$ cat config.mk
export PLATFORM = sky130hd
export DESIGN_NAME = svc_rv_hazard_ctrl
export DESIGN_NICKNAME = d
export VERILOG_FILES = /design/src/rtl/svc_rv_hazard_ctrl.sv
export SDC_FILE = /design/constraint.sdc
export NUM_CORES = 1
export LEC_CHECK = 0
export ABC_AREA = 0
export BUFFER_PORTS_ARGS = -buffer_cell sky130_fd_sc_hd__buf_2
export CAP_MARGIN = 20
export CELL_PAD_IN_SITES_DETAIL_PLACEMENT = 1
export CELL_PAD_IN_SITES_GLOBAL_PLACEMENT = 1
export CORE_MARGIN = 4
export CORE_UTILIZATION = 31
export CTS_BUF_LIST = sky130_fd_sc_hd__clkbuf_4
export CTS_CLUSTER_SIZE = 20
export DETAILED_ROUTE_END_ITERATION = 6
export GPL_TIMING_DRIVEN = 0
export PLACE_DENSITY = 0.91
export SYNTH_ARGS = -nofsm -noshare
export SYNTH_HDL_FRONTEND = slang
export SYNTH_SLANG_ARGS = --single-unit
$ cat constraint.sdc
create_clock -name clk -period 2.85 [get_ports clk]
set_input_delay 0.7125 -clock clk [delete_from_list [all_inputs] [get_ports clk]]
set_output_delay 0.7125 -clock clk [all_outputs]
set_load 0.02 [all_outputs]
$ cat src/rtl/svc_rv_hazard_ctrl.sv
// svc_rv_hazard_ctrl: stall/flush control for hazards EX forwarding cannot cover, plus multi-cycle
// EX sequencing with a watchdog. Defining SVC_RV_HAZARD_STATS_EN adds saturating event counters.
module svc_rv_hazard_ctrl #(
  parameter int FWD        = 1,
  parameter int MEM_TYPE   = 0,
  parameter int MC_TIMEOUT = 64
) (
  input  logic       clk,
  input  logic       rst,
  input  logic [4:0] rs1_id,
  input  logic [4:0] rs2_id,
  input  logic [4:0] rd_ex,
  input  logic       reg_write_ex,
  input  logic [2:0] res_src_ex,
  input  logic [4:0] rd_mem,
  input  logic       reg_write_mem,
  input  logic [2:0] res_src_mem,
  input  logic       redirect_ex,
  input  logic       mc_start_ex,
  input  logic       mc_done,
  output logic       stall_if,
  output logic       stall_id,
  output logic       stall_ex,
  output logic       flush_id,
  output logic       flush_ex,
  output logic       bubble_mem,
  output logic       mc_busy,
  output logic       mc_err
`ifdef SVC_RV_HAZARD_STATS_EN
  ,
  output logic [31:0] stat_stall_cycles,
  output logic [31:0] stat_flushes,
  output logic [31:0] stat_mc_cycles
`endif
);

  localparam logic [2:0] SRC_LOAD = 3'd1;
  localparam logic [2:0] SRC_CSR  = 3'd4;

  localparam int                 CNT_W    = (MC_TIMEOUT > 2) ? $clog2(MC_TIMEOUT) : 1;
  localparam logic [CNT_W-1:0]   CNT_LAST = CNT_W'((MC_TIMEOUT > 0) ? (MC_TIMEOUT - 1) : 0);
  localparam logic [CNT_W-1:0]   CNT_ONE  = CNT_W'(1);
  localparam logic               WD_EN    = (MC_TIMEOUT > 0);

  // Control vector order: {stall_if, stall_id, stall_ex, flush_id, flush_ex, bubble_mem}
  localparam logic [5:0] CTL_NONE  = 6'b000000;
  localparam logic [5:0] CTL_REDIR = 6'b000110;
  localparam logic [5:0] CTL_HAZ   = 6'b110010;
  localparam logic [5:0] CTL_HOLD  = 6'b111001;
  localparam logic [5:0] CTL_ABORT = 6'b000011;

  typedef enum logic [0:0] {
    ST_IDLE = 1'b0,
    ST_BUSY = 1'b1
  } state_t;

  state_t           state_r;
  logic [CNT_W-1:0] cnt_r;
  logic             err_r;
  logic             match_ex_s;
  logic             match_mem_s;
  logic             hazard_s;
  logic             timeout_s;
  logic [5:0]       ctl_s;

  // RAW detection against EX/MEM writers whose value cannot be forwarded into ID's consumer yet
  always_comb begin
    match_ex_s  = reg_write_ex && (rd_ex != 5'd0) && ((rs1_id == rd_ex) || (rs2_id == rd_ex));
    match_mem_s = reg_write_mem && (rd_mem != 5'd0) && ((rs1_id == rd_mem) || (rs2_id == rd_mem));
    hazard_s    = (match_ex_s && ((FWD == 0) || (res_src_ex == SRC_LOAD) || (res_src_ex == SRC_CSR)))
               || (match_mem_s && ((FWD == 0) || (res_src_mem == SRC_CSR)
                                   || ((res_src_mem == SRC_LOAD) && (MEM_TYPE == 1))));
    timeout_s   = WD_EN && (cnt_r == CNT_LAST);
  end

  // Pipeline control decode; redirect outranks everything since ID then holds a wrong-path op
  always_comb begin
    ctl_s = CTL_NONE;
    if (rst) begin
      ctl_s = CTL_NONE;
    end else begin
      case (state_r)
        ST_IDLE: begin
          if (redirect_ex) begin
            ctl_s = CTL_REDIR;
          end else if (mc_start_ex) begin
            ctl_s = CTL_HOLD;
          end else if (hazard_s) begin
            ctl_s = CTL_HAZ;
          end else begin
            ctl_s = CTL_NONE;
          end
        end
        ST_BUSY: begin
          if (mc_done) begin
            ctl_s = CTL_NONE;
          end else if (timeout_s) begin
            ctl_s = CTL_ABORT;
          end else begin
            ctl_s = CTL_HOLD;
          end
        end
        default: ctl_s = CTL_NONE;
      endcase
    end
  end

  assign {stall_if, stall_id, stall_ex, flush_id, flush_ex, bubble_mem} = ctl_s;
  assign mc_busy = (state_r == ST_BUSY);
  assign mc_err  = err_r;

  // Multi-cycle sequencer with watchdog; a done in the timeout cycle takes precedence
  always_ff @(posedge clk or posedge rst) begin
    if (rst) begin
      state_r <= ST_IDLE;
      cnt_r   <= {CNT_W{1'b0}};
      err_r   <= 1'b0;
    end else begin
      case (state_r)
        ST_IDLE: begin
          if (mc_start_ex && !redirect_ex) begin
            state_r <= ST_BUSY;
            cnt_r   <= {CNT_W{1'b0}};
          end
        end
        ST_BUSY: begin
          if (mc_done) begin
            state_r <= ST_IDLE;
          end else if (timeout_s) begin
            state_r <= ST_IDLE;
            err_r   <= 1'b1;
          end else begin
            cnt_r <= cnt_r + CNT_ONE;
          end
        end
        default: state_r <= ST_IDLE;
      endcase
    end
  end

`ifdef SVC_RV_HAZARD_STATS_EN
  function automatic logic [31:0] sat_inc(input logic [31:0] v, input logic en);
    return (en && (v != 32'hFFFF_FFFF)) ? (v + 32'd1) : v;
  endfunction

  // Saturating event counters
  always_ff @(posedge clk or posedge rst) begin
    if (rst) begin
      stat_stall_cycles <= 32'd0;
      stat_flushes      <= 32'd0;
      stat_mc_cycles    <= 32'd0;
    end else begin
      stat_stall_cycles <= sat_inc(stat_stall_cycles, stall_id);
      stat_flushes      <= sat_inc(stat_flushes, flush_id);
      stat_mc_cycles    <= sat_inc(stat_mc_cycles, mc_busy);
    end
  end
`endif

endmodule
# After elaboration in Yosys (flattened, before gate mapping)
# Index checks and enable logic that the tools add are counted.
totals:
  word_cells: 48
  ff_bits: 8
  out_inout_bits: 8
op_classes:
  bitwise_logic: 2
  n_addsub: 1
  mux: 15
  n_eq_ne: 11
  n_reduce_logical: 16
op_table:
  columns: ["operator", "count"]
  rows:
  - ["2-to-1 mux 6 bit", 9]
  - ["one-hot mux 6 bit (2 select lines)", 2]
  - ["== test 5 bit", 4]
  - ["nonzero test 5 bit", 2]
  - ["logical AND 1 bit", 7]
  - ["adder 6 x 1 -> 6 bit (second input constant)", 1]
  - ["== test 3 bit (second input constant)", 2]
  - ["== test 6 bit (second input constant)", 1]
  - ["inequality test 2 bit (second input constant)", 3]
  - ["AND reduction 3 bit", 2]
  - ["logical OR 1 bit", 4]
  - ["== test 3 x 1 -> 1 bit (second input constant)", 1]
  - ["2-to-1 mux 1 bit", 3]
  - ["NOT 1 bit", 2]
  - ["one-hot mux 1 bit (2 select lines)", 1]
  - ["zero test 1 bit", 1]

# Logic depth before layout (Yosys ltp)
# Gate-level depths: netlist (run 1).
depth:
  depth_word: 10
  mapped_depth: 6

# Worst setup path after synthesis (run 1)
# No wires, ideal clock.
synth_timing:
  path_type: "input -> output"
  from: "in rd_ex[2]"
  to: "out flush_ex"
  t_arrival_ns: 1.982
  n_path_buf: 0
  t_required_ns: 2.138
  slack_ns: 0.155
  stages: 5
  cell_sequence: "or4_1 nor2_1 nor4b_1 a32oi_2 o41ai_1"
synth_via:
  elab_chain_len: 10
  elab_cells_between_ends: 13
  classes_between: "eq/ne: 2; mux: 5; reduce/logical: 6"
synth_lines:
  columns: ["element", "line", "rtl"]
  rows:
  - ["start: declaration", "12", "input logic [4:0] rd_ex,"]
  - ["== test 5 bit or nonzero test 5 bit (tied branches)", "68", "match_ex_s = reg_write_ex && (rd_ex != 5'd0) && ((rs1_id == rd_ex) || (rs2_id == rd_ex));"]
  - ["logical OR 1 bit or logical AND 1 bit (tied branches)", "68", null]
  - ["logical AND 1 bit *", "68", null]
  - ["logical AND 1 bit *", "70", "hazard_s = (match_ex_s && ((FWD == 0) || (res_src_ex == SRC_LOAD) || (res_src_ex == SRC_CSR)))"]
  - ["logical OR 1 bit *", "71", "|| (match_mem_s && ((FWD == 0) || (res_src_mem == SRC_CSR)"]
  - ["2-to-1 mux 6 bit *", "88", "end else if (hazard_s) begin"]
  - ["2-to-1 mux 6 bit *", "86", "end else if (mc_start_ex) begin"]
  - ["2-to-1 mux 6 bit *", "84", "if (redirect_ex) begin"]
  - ["one-hot mux 6 bit (2 select lines) *", "82", "case (state_r)"]
  - ["2-to-1 mux 6 bit *", "79", "if (rst) begin"]
  - ["end: declaration", "25", "output logic flush_ex,"]
# Mark *: on every way between the ends. The rest lies on a longest branch, timed or not.

# Worst setup path after layout (run 1)
# Same ends and word-level chain as after synthesis.

==> results.yml, run 1 <==
setup_path:
  crit_arrival_ns: 2.11
  critical_path_peak_fanout: 3
  startpoint_type: "input pin"
  worst-r2r-cell-count: 6
  criticalPathCategory: "input pin to output pin"
  rr_endpoint: "cnt_r[5]"
  required_time_at_the_worst_slack_endpoint_ns: 2.14
  r2r_slack_ns: 1.23
  timing.critical_path.to_type: "output pin"
  regToRegStartpoint: "cnt_r[0]"
placement:
  number_of_instances_in_the_placed_design: 159
  postPlaceCellArea_um2: 985.9
  dp_slack_ns: -0.03938
  last_weighted_congestion_value_of_the_routability_driven_placer: 0.8141
  port_buffer_count: 39
  dpl.hpwl_mm: 2.146
grt:
  grt_pass1_vias: 953
  grt_antenna_before_repair: 0
  globalRouteTotalUtil_pct: 16.31
  grt_start_max_net_pins: 11
  grt_remaining_overflow: 0
  grt_pass1_wl_mm: 4.112
worst_hold_path:
  holdCritPathClass: "flip-flop to flip-flop"
  hold_path.startpoint: "mc_err"
  hold_depth: 1
  whs_endpoint: "mc_err"
logic_synthesis:
  synthAdderAreaFrac_pct: 1.656
  yosys.area_share.xor_xnor_pct: 24.34
  synthArstFlopShare_pct: 100.0
  synth-seq-area-share_pct: 26.49
  muxShareOfSynthArea_pct: 0
  netlist.top_cell.by_area: "dfrtp_1"
  syn_area_um2: 755.7
  synth_area_per_inst_um2: 8.214
  postSynth.topFlopCell: "dfrtp_1"
  synth_top_family_by_area: "XOR/XNOR gates"
  simple_gate_portion_of_the_synthesized_area_pct: 24.34
  syn_nets: 126
  synth-edff-count: 0
  synth-seq-cells: 8
  synthesis.instances: 92
  most_numerous_cell_in_the_yosys_netlist: "xnor2_1"
  synth.top_cells.by_count: "21 x xnor2_1, 11 x nand2_1, 8 x dfrtp_1"
  yosysUniqueCellTypes: 31
  yosys_warnings: 0
  netlist.area_leader.share_pct: 26.49
  synth.top_cells.by_area: "dfrtp_1 26%, xnor2_1 24%, nand2_1 5.5%"
  synth-compound-area-share_pct: 18.05
sta:
  slew_headroom_pct: 74.15
  fin_skew_ns: 0.01491
  rsz0062_at_grt: "yes"
  final-setup-viol-count: 0
  hold_viol: 0
  worst_slack_ns: 0.02485
  layout_worst_path_cycle_share_pct: 99.13
  max_slew.worst_pin.slew_ns: 0.3825
  timing.fmax_ghz: 0.3540
  drv_slew: 0
  period_needed_ns: 2.825
  fin_setup_tns_ns: 0
cts:
  clock_sink_count: 8
  worst_skew_pair.late_latency_ns: 0.27
  cts.hold.buffers_added: 0
  htree_num_levels: 1
  cts.root.buffer_cell: "clkbuf_4"
  clkTransAtPathRegs_ns: 0.04
  cts-buffers-inserted: 3
  clock_tree.buffer_depth: 2
  cts_tree: "yes"
die:
  floorplan.rows: 17
  floorplan.die.width_um: 57.38
  design.die.area_um2: 3292
  core-area_um2: 2276
  start_util_pct: 33.21
  chipHeight_um: 57.38
  boundaryPins: 41
drt:
  detail_route.first_pass.iterations: 4
  detail_route.wirelength_mm: 2.546
  postRouteAntennaNets: 0
  dr_total_vias: 851
  drc_errors: 0
  initialDrtViolationCount: 16
  vias_per_cell: 5.253
  average_routed_wire_per_standard_cell_um: 15.72
power:
  seq_power_share_pct: 36.6
  switching_power_mw: 0.1342
  leakage_nw: 0.4620
  comb_power_share_pct: 40.1
  power_per_cell_area_nw_per_um2: 362.0
  power_frac_clock_pct: 23.3
  ir_worst_vdd_uv: 355.3
  swShare_pct: 35.27
  internal-power_mw: 0.2463
layout:
  antenna_cells: 0
  syn_to_final_growth_pct: 39.07
  final_cell_area_um2: 1051
  instances_no_fill: 162
  drive_above_1_share_pct: 40.30
  finish.net_count: 170
  fillers: 293
outcome:
  run_status: "completed"
flow_run:
  timing.max_cap.violations: 0
state kept, by name, summed over array words and instances, names as in the netlist:
signal and flops:
mc_busy 1, cnt_r 6, mc_err 1
power groups by stage:
stage	sequential, mW	clock, mW	combinational [mW]
global placement	0.140	0	0.139
CTS	0.139	0.0911	0.149
floorplan	0.141	0	0.0859
detailed placement	0.141	0	0.147
finish	0.139	0.0887	0.153
global route	0.142	0.101	0.167
how the worst max path moves through the flow:
| stage | start | end | slack [ns] | cells after the start |
|---|---|---|---|---|
| 2_1_floorplan | rd_ex[2] | flush_ex | 0.16 | 5 |
| 3_3_place_gp | rd_ex[1] | stall_if | -0.03 | 8 |
| 3_5_place_dp | rd_ex[1] | stall_if | -0.04 | 8 |
| 4_1_cts | rd_ex[4] | flush_ex | 0.01 | 8 |
| 5_1_grt | rd_ex[2] | flush_ex | -0.03 | 8 |
| 6_report | rd_ex[2] | flush_ex | 0.02 | 8 |
placed cells by master, fill, tap and decap left out, types with 5 or more instances in the layout:
cell type,synthesis,routed
buf_2,1,38
dfrtp_1,8,8
nand2_1,11,11
nand3_1,6,6
nor2_1,6,5
o21ai_0,5,5
xnor2_1,21,21
layout make-up:
| class | count | area [µm²] | area share (%) |
|---|---|---|---|
| Multi-Input combinational cell | 77 | 554.3 | 52.74 |
| Timing Repair Buffer | 40 | 207.7 | 19.76 |
| Sequential cell | 8 | 200.2 | 19.05 |
| Tap cell | 28 | 35.03 | 3.333 |
| Clock buffer | 3 | 22.52 | 2.143 |
| Buffer | 3 | 20.02 | 1.905 |
| Inverter | 3 | 11.26 | 1.071 |
routing by layer:
metal	routed length, µm	share of wire, %	GRT usage (%)	vias up
li1	-	-	-	412
met1	1002	39	18.18	406
met2	1356	53	29.19	25
met3	106	4.2	4.072	8
met4	80	3.1	6.623	0
met5	0	0	0	-
worst max-delay path, stage by stage:
cell     delay [ns]
buf_2          0.12
or4_4          0.55
nor2_4         0.10
nor4b_2        0.05
a32oi_2        0.21
buf_4          0.15
o41ai_2        0.05
buf_4          0.17
metrics by stage:
step / power (mW) / hold WS (ns) / utilization, %
6_report: 0.3805 / 0.4872 / 46.18
5_1_grt: 0.4098 / 0.5326 / 46.18
4_1_cts: 0.3794 / 0.4969 / 44.97
3_5_place_dp: 0.2880 / 0.4842 / 43.32
3_3_place_gp: 0.2790 / 0.4555 / 43.32
2_1_floorplan: 0.2271 / 0.4843 / -
cell families after synthesis:
kind of cell    count (synthesis)
xor+xnor                       21
fa+ha+maj                       1
simple gates                   36
buf+inv                         7
compound gates                 19
flops                           8
timing repair:
action	4_1_cts	5_1_grt
gates resized for setup	3	6
cloned	0	0
pin swaps	5	3
endpoints found under the setup margin	1	2
setup buffers	1	0
(Power assumes the default switching activity.)
==> run 2: changes to the inputs <==
--- a/config.mk
+++ b/config.mk
@@ -6,17 +6,17 @@
 export NUM_CORES = 1
 export LEC_CHECK = 0
 export ABC_AREA = 0
-export BUFFER_PORTS_ARGS = -buffer_cell sky130_fd_sc_hd__buf_2
 export CAP_MARGIN = 20
 export CELL_PAD_IN_SITES_DETAIL_PLACEMENT = 1
 export CELL_PAD_IN_SITES_GLOBAL_PLACEMENT = 1
 export CORE_MARGIN = 4
-export CORE_UTILIZATION = 31
+export CORE_UTILIZATION = 44
 export CTS_BUF_LIST = sky130_fd_sc_hd__clkbuf_4
 export CTS_CLUSTER_SIZE = 20
 export DETAILED_ROUTE_END_ITERATION = 6
+export DONT_BUFFER_PORTS = 1
 export GPL_TIMING_DRIVEN = 0
-export PLACE_DENSITY = 0.91
+export PLACE_DENSITY = 0.9
 export SYNTH_ARGS = -nofsm -noshare
 export SYNTH_HDL_FRONTEND = slang
 export SYNTH_SLANG_ARGS = --single-unit
==> run 2 against run 1 <==
Against the previous run: maximum frequency grew 2.8%; highest routed layer unchanged; flip-flop and latch count is the same; clock-buffer cell count is the same; critical path type is now flip-flop to output pin; sequential share of layout area grew 5.4 points; power shrank 11%.
==> results.yml, run 2 (synthesis results as in run 1) <==
cts:
  cts_tree: "yes"
  cts.root.buffer_cell: "clkbuf_4"
  postCtsSetupRepairBufs: 0
  clock_sink_count: 8
  worst_skew_pair.late_latency_ns: 0.25
  cts-buffers-inserted: 3
  clkTransAtPathRegs_ns: 0.05
  clock_tree.buffer_depth: 2
  htree_num_levels: 1
setup_path:
  startpoint_type: "flip-flop"
  required_time_at_the_worst_slack_endpoint_ns: 2.14
  crit_arrival_ns: 2.04
  critical_path_peak_fanout: 10
  critical_path.n_buffers_inverters: 3
  critical_path.cell_chain: "buf_6 > nor2b_2 > o22ai_1 > buf_2 > o22ai_4 > buf_4"
  rr_endpoint: "cnt_r[2]"
  slowest_stage: "dfrtp_1"
  path_delay_family: "buffers and inverters"
  criticalPathCategory: "flip-flop to output pin"
  critical_path.max_stage_delay_ns: 0.47
  worst-r2r-cell-count: 6
  timing.critical_path.to_type: "output pin"
  regToRegStartpoint: "mc_busy"
  r2r_slack_ns: 1.07
grt:
  met2_track_utilization_from_global_routing_pct: 35.04
  grt_remaining_overflow: 0
  use_met1_pct: 19.85
  grt_pass1_vias: 783
  grt_pass1_wl_mm: 3.622
  grt_util_met3_pct: 5.810
  gr-max-usage-layer: "met2"
  grt_antenna_before_repair: 0
  grt_start_max_net_pins: 11
  globalRouteTotalUtil_pct: 19.45
worst_hold_path:
  holdCritPathClass: "input pin to flip-flop"
  hold_depth: 1
  hold_path.startpoint: "mc_done"
  whs_endpoint: "mc_err"
die:
  design.die.area_um2: 2445
  chipHeight_um: 49.45
  boundaryPins: 41
  core-area_um2: 1559
  floorplan.rows: 14
  floorplan.die.width_um: 49.45
  start_util_pct: 48.48
layout:
  syn_to_final_growth_pct: 8.444
  fillers: 195
  final_cell_mix: "21 x xnor2_1, 11 x nand2_1, 8 x dfrtp_1, 6 x nor2_1, 6 x nand3_1"
  top_register: "cnt_r"
  drive_above_1_share_pct: 11.58
  flip_flop_count_of_the_largest_register_after_layout: 6
  instances_no_fill: 111
  finalCoreUtilization_pct: 52.57
  final_cell_area_um2: 819.5
  layout.cells.most_common: "xnor2_1"
  finish.net_count: 131
  antenna_cells: 0
sta:
  period_needed_ns: 2.749
  hold_viol: 0
  drv_slew: 0
  final-setup-viol-count: 0
  worst_slack_ns: 0.1006
  holdWs_ns: 0.5512
  rsz0062_at_grt: "no"
  layout_worst_path_cycle_share_pct: 96.47
  fin_skew_ns: 0.001076
  fin_setup_tns_ns: 0
  slew_headroom_pct: 47.59
  max_slew.worst_pin.slew_ns: 0.7845
  timing.fmax_ghz: 0.3637
flow_run:
  timing.max_cap.violations: 0
drt:
  dr_total_vias: 700
  detail_route.first_pass.iterations: 4
  drc_errors: 0
  detail_route.wirelength_mm: 2.162
  vias_per_cell: 6.306
  postRouteAntennaNets: 0
  initialDrtViolationCount: 4
  average_routed_wire_per_standard_cell_um: 19.48
outcome:
  run_status: "completed"
placement:
  postPlaceCellArea_um2: 775.7
  dpl.hpwl_mm: 1.743
  dp_slack_ns: 0.01750
  port_buffer_count: 0
  last_weighted_congestion_value_of_the_routability_driven_placer: 0.7890
  number_of_instances_in_the_placed_design: 108
power:
  power_per_cell_area_nw_per_um2: 413.1
  leakage_nw: 0.2979
  report.power.total_mw: 0.3385
  ir_worst_vdd_uv: 302.0
run 2: how the worst max path moves through the flow:
| stage | depth (start not counted) | from | slack, ns | endpoint |
|---|---|---|---|---|
| floorplan | 5 | rd_ex[2] | 0.16 | flush_ex |
| global placement | 5 | rs2_id[1] | 0.03 | flush_ex |
| detailed placement | 5 | rs2_id[0] | 0.02 | flush_ex |
| CTS | 5 | rs2_id[0] | 0.005 | flush_ex |
| global route | 6 | mc_busy | 0.009 | stall_if |
| finish | 6 | mc_busy | 0.10 | stall_if |
run 2: cell type report:
type                       count  area [µm²]  share of cell area [%]
buffer                         4       27.53                   3.359
clock buffer                   3       22.52                   2.748
inverter                       3       11.26                   1.374
multi-input combinational     77       538.0                   65.65
sequential                     8       200.2                   24.43
tap                           16       20.02                   2.443
run 2: where the power goes:
| part | leakage, nW | switching [mW] | total, mW | internal, mW |
|---|---|---|---|---|
| sequential | 0.106 | 0.0182 | 0.145 | 0.127 |
| combinational | 0.178 | 0.0562 | 0.108 | 0.0519 |
| clock | 0.0138 | 0.0371 | 0.0852 | 0.0481 |
run 2: timing repair:
item	in CTS	in global routing
hold buffers	0	0
resized for setup	1	2
gates cloned	0	0
endpoints found under the setup margin	1	2
pin swaps	0	0
run 2: metal layers:
metal  vias up  part of all wire [%]
li1        330                     -
met1       333                    37
met2        30                    52
met3         7                   8.1
met4         0                   2.5
met5         -                     0
==> run 3: changes to the inputs <==
==> constraint.sdc (replaced) <==
create_clock -name clk -period 3.05 [get_ports clk]
set_input_delay 0.7625 -clock clk [delete_from_list [all_inputs] [get_ports clk]]
set_output_delay 0.7625 -clock clk [all_outputs]
set_load 0.02 [all_outputs]
==> run 3 against run 2 <==
Against the previous run: final cell count did not move; global-route usage stayed put; sequential share of layout area grew 0.23 points; combinational power decreased by 8%; sequential power fell by 6%; largest power group unchanged; clock skew about the same; setup slack gained 0.063 ns; via count is the same; largest cell class unchanged.
==> results.yml, run 3 (synthesis results as in run 1) <==
sta:
  timing.fmax_ghz: 0.3465
  slew_headroom_pct: 47.61
  fin_skew_ns: 0.0006086
  period_needed_ns: 2.886
  layout_worst_path_cycle_share_pct: 94.63
  drv_slew: 0
  final-setup-viol-count: 0
  hold_viol: 0
  max_slew.worst_pin.slew_ns: 0.7842
  fin_setup_tns_ns: 0
  worst_slack_ns: 0.1637
  rsz0062_at_grt: "no"
cts:
  htree_num_levels: 1
  clock_tree.buffer_depth: 2
  postCtsSetupRepairBufs: 0
  clkTransAtPathRegs_ns: 0.05
  worst_skew_pair.late_latency_ns: 0.25
  cts.root.buffer_cell: "clkbuf_4"
  postCtsResizedCells: 1
  cts-buffers-inserted: 3
  clock_sink_count: 8
  cts.hold.buffers_added: 0
  cts_tree: "yes"
die:
  start_util_pct: 48.48
  boundaryPins: 41
  floorplan.rows: 14
  design.die.area_um2: 2445
  chipHeight_um: 49.45
  floorplan.die.width_um: 49.45
  core-area_um2: 1559
layout:
  final_cell_mix: "21 x xnor2_1, 11 x nand2_1, 8 x dfrtp_1, 6 x nor2_1, 6 x nand3_1"
  layout.cells.most_common: "xnor2_1"
  antenna_cells: 0
  final_cell_area_um2: 812.0
  drive_above_1_share_pct: 11.58
  top_register: "cnt_r"
  syn_to_final_growth_pct: 7.450
  finish.net_count: 131
  flip_flop_count_of_the_largest_register_after_layout: 6
grt:
  met2_track_utilization_from_global_routing_pct: 35.04
  grt_pass1_wl_mm: 3.622
  gr-max-usage-layer: "met2"
  grt_util_met3_pct: 5.810
  grt_start_max_net_pins: 11
  grt_remaining_overflow: 0
  globalRouteTotalUtil_pct: 19.45
  grt_antenna_before_repair: 0
  grt_pass1_vias: 783
  use_met1_pct: 19.85
setup_path:
  r2r_slack_ns: 1.26
  path_delay_family: "buffers and inverters"
  crit_arrival_ns: 2.12
  criticalPathCategory: "flip-flop to output pin"
  critical_path.n_buffers_inverters: 3
  critical_path.max_stage_delay_ns: 0.47
  critical_path_peak_fanout: 10
  timing.critical_path.to_type: "output pin"
  critical_path.cell_chain: "buf_6 > nor2b_2 > o22ai_1 > buf_2 > o22ai_2 > buf_4"
  startpoint_type: "flip-flop"
  slowest_stage: "dfrtp_1"
  required_time_at_the_worst_slack_endpoint_ns: 2.29
flow_run:
  timing.max_cap.violations: 0
drt:
  dr_total_vias: 700
  detail_route.first_pass.iterations: 4
  vias_per_cell: 6.306
  average_routed_wire_per_standard_cell_um: 19.62
  initialDrtViolationCount: 4
  detail_route.wirelength_mm: 2.178
  postRouteAntennaNets: 0
  drc_errors: 0
worst_hold_path:
  holdCritPathClass: "flip-flop to flip-flop"
placement:
  dp_slack_ns: 0.1175
  postPlaceCellArea_um2: 775.7
  last_weighted_congestion_value_of_the_routability_driven_placer: 0.7890
  port_buffer_count: 0
  dpl.hpwl_mm: 1.743
power:
  power_per_cell_area_nw_per_um2: 388.1
  leakage_nw: 0.2974
  ir_worst_vdd_uv: 283.9
outcome:
  run_status: "completed"
[run 3: area by class of cell]
cell class,instances,area [µm²]
clock buffer,3,22.52
multi-input combinational,77,530.5
tap,16,20.02
sequential,8,200.2
fill,195,747.0
inverter,3,11.26
buffer,4,27.53
[run 3: routing by layer]
layer  part of all wire (%)  vias to the layer above  wire length, µm
met3                    7.9                        7              173
li1                       -                      329                -
met5                      0                        -                0
met1                     37                      334              815
met4                    2.6                        0               57
met2                     52                       30             1131
[run 3: where the power goes]
part	switching (mW)	total, mW	internal (mW)
Clock	0.0348	0.0797	0.0449
Combinational	0.0518	0.0994	0.0477
Sequential	0.0173	0.136	0.119
[run 3: worst paths after layout]
kind | from | to | cells past startpoint
worst max register to register | mc_busy | cnt_r[2] | 6
max in group asynchronous | rst | mc_busy | 2
worst min register to register | cnt_r[1] | cnt_r[1] | 1
min in group asynchronous | rst | mc_err | 2
worst min-delay path | cnt_r[1] | cnt_r[1] | 1
worst max-delay path | mc_busy | stall_if | 6
[run 3: worst register-to-register path: stages, from the launching register on]
cell and delay (ns):
dfrtp_1 0.47, buf_6 0.18, nor2b_2 0.29, o22ai_1 0.17, buf_2 0.21, o21ai_0 0.18
o21ai_0 0.14
[run 3: metrics by stage]
step / cells / hold WS, ns / util, % / total power, mW
2_1_floorplan: 92 / 0.4843 / - / 0.2122
5_1_grt: 111 / 0.5838 / 52.09 / 0.3384
4_1_cts: 111 / 0.5490 / 51.61 / 0.3163
3_5_place_dp: 108 / 0.5186 / 49.76 / 0.2300
3_3_place_gp: 108 / 0.5044 / 49.76 / 0.2242
6_report: 111 / 0.5544 / 52.09 / 0.3152
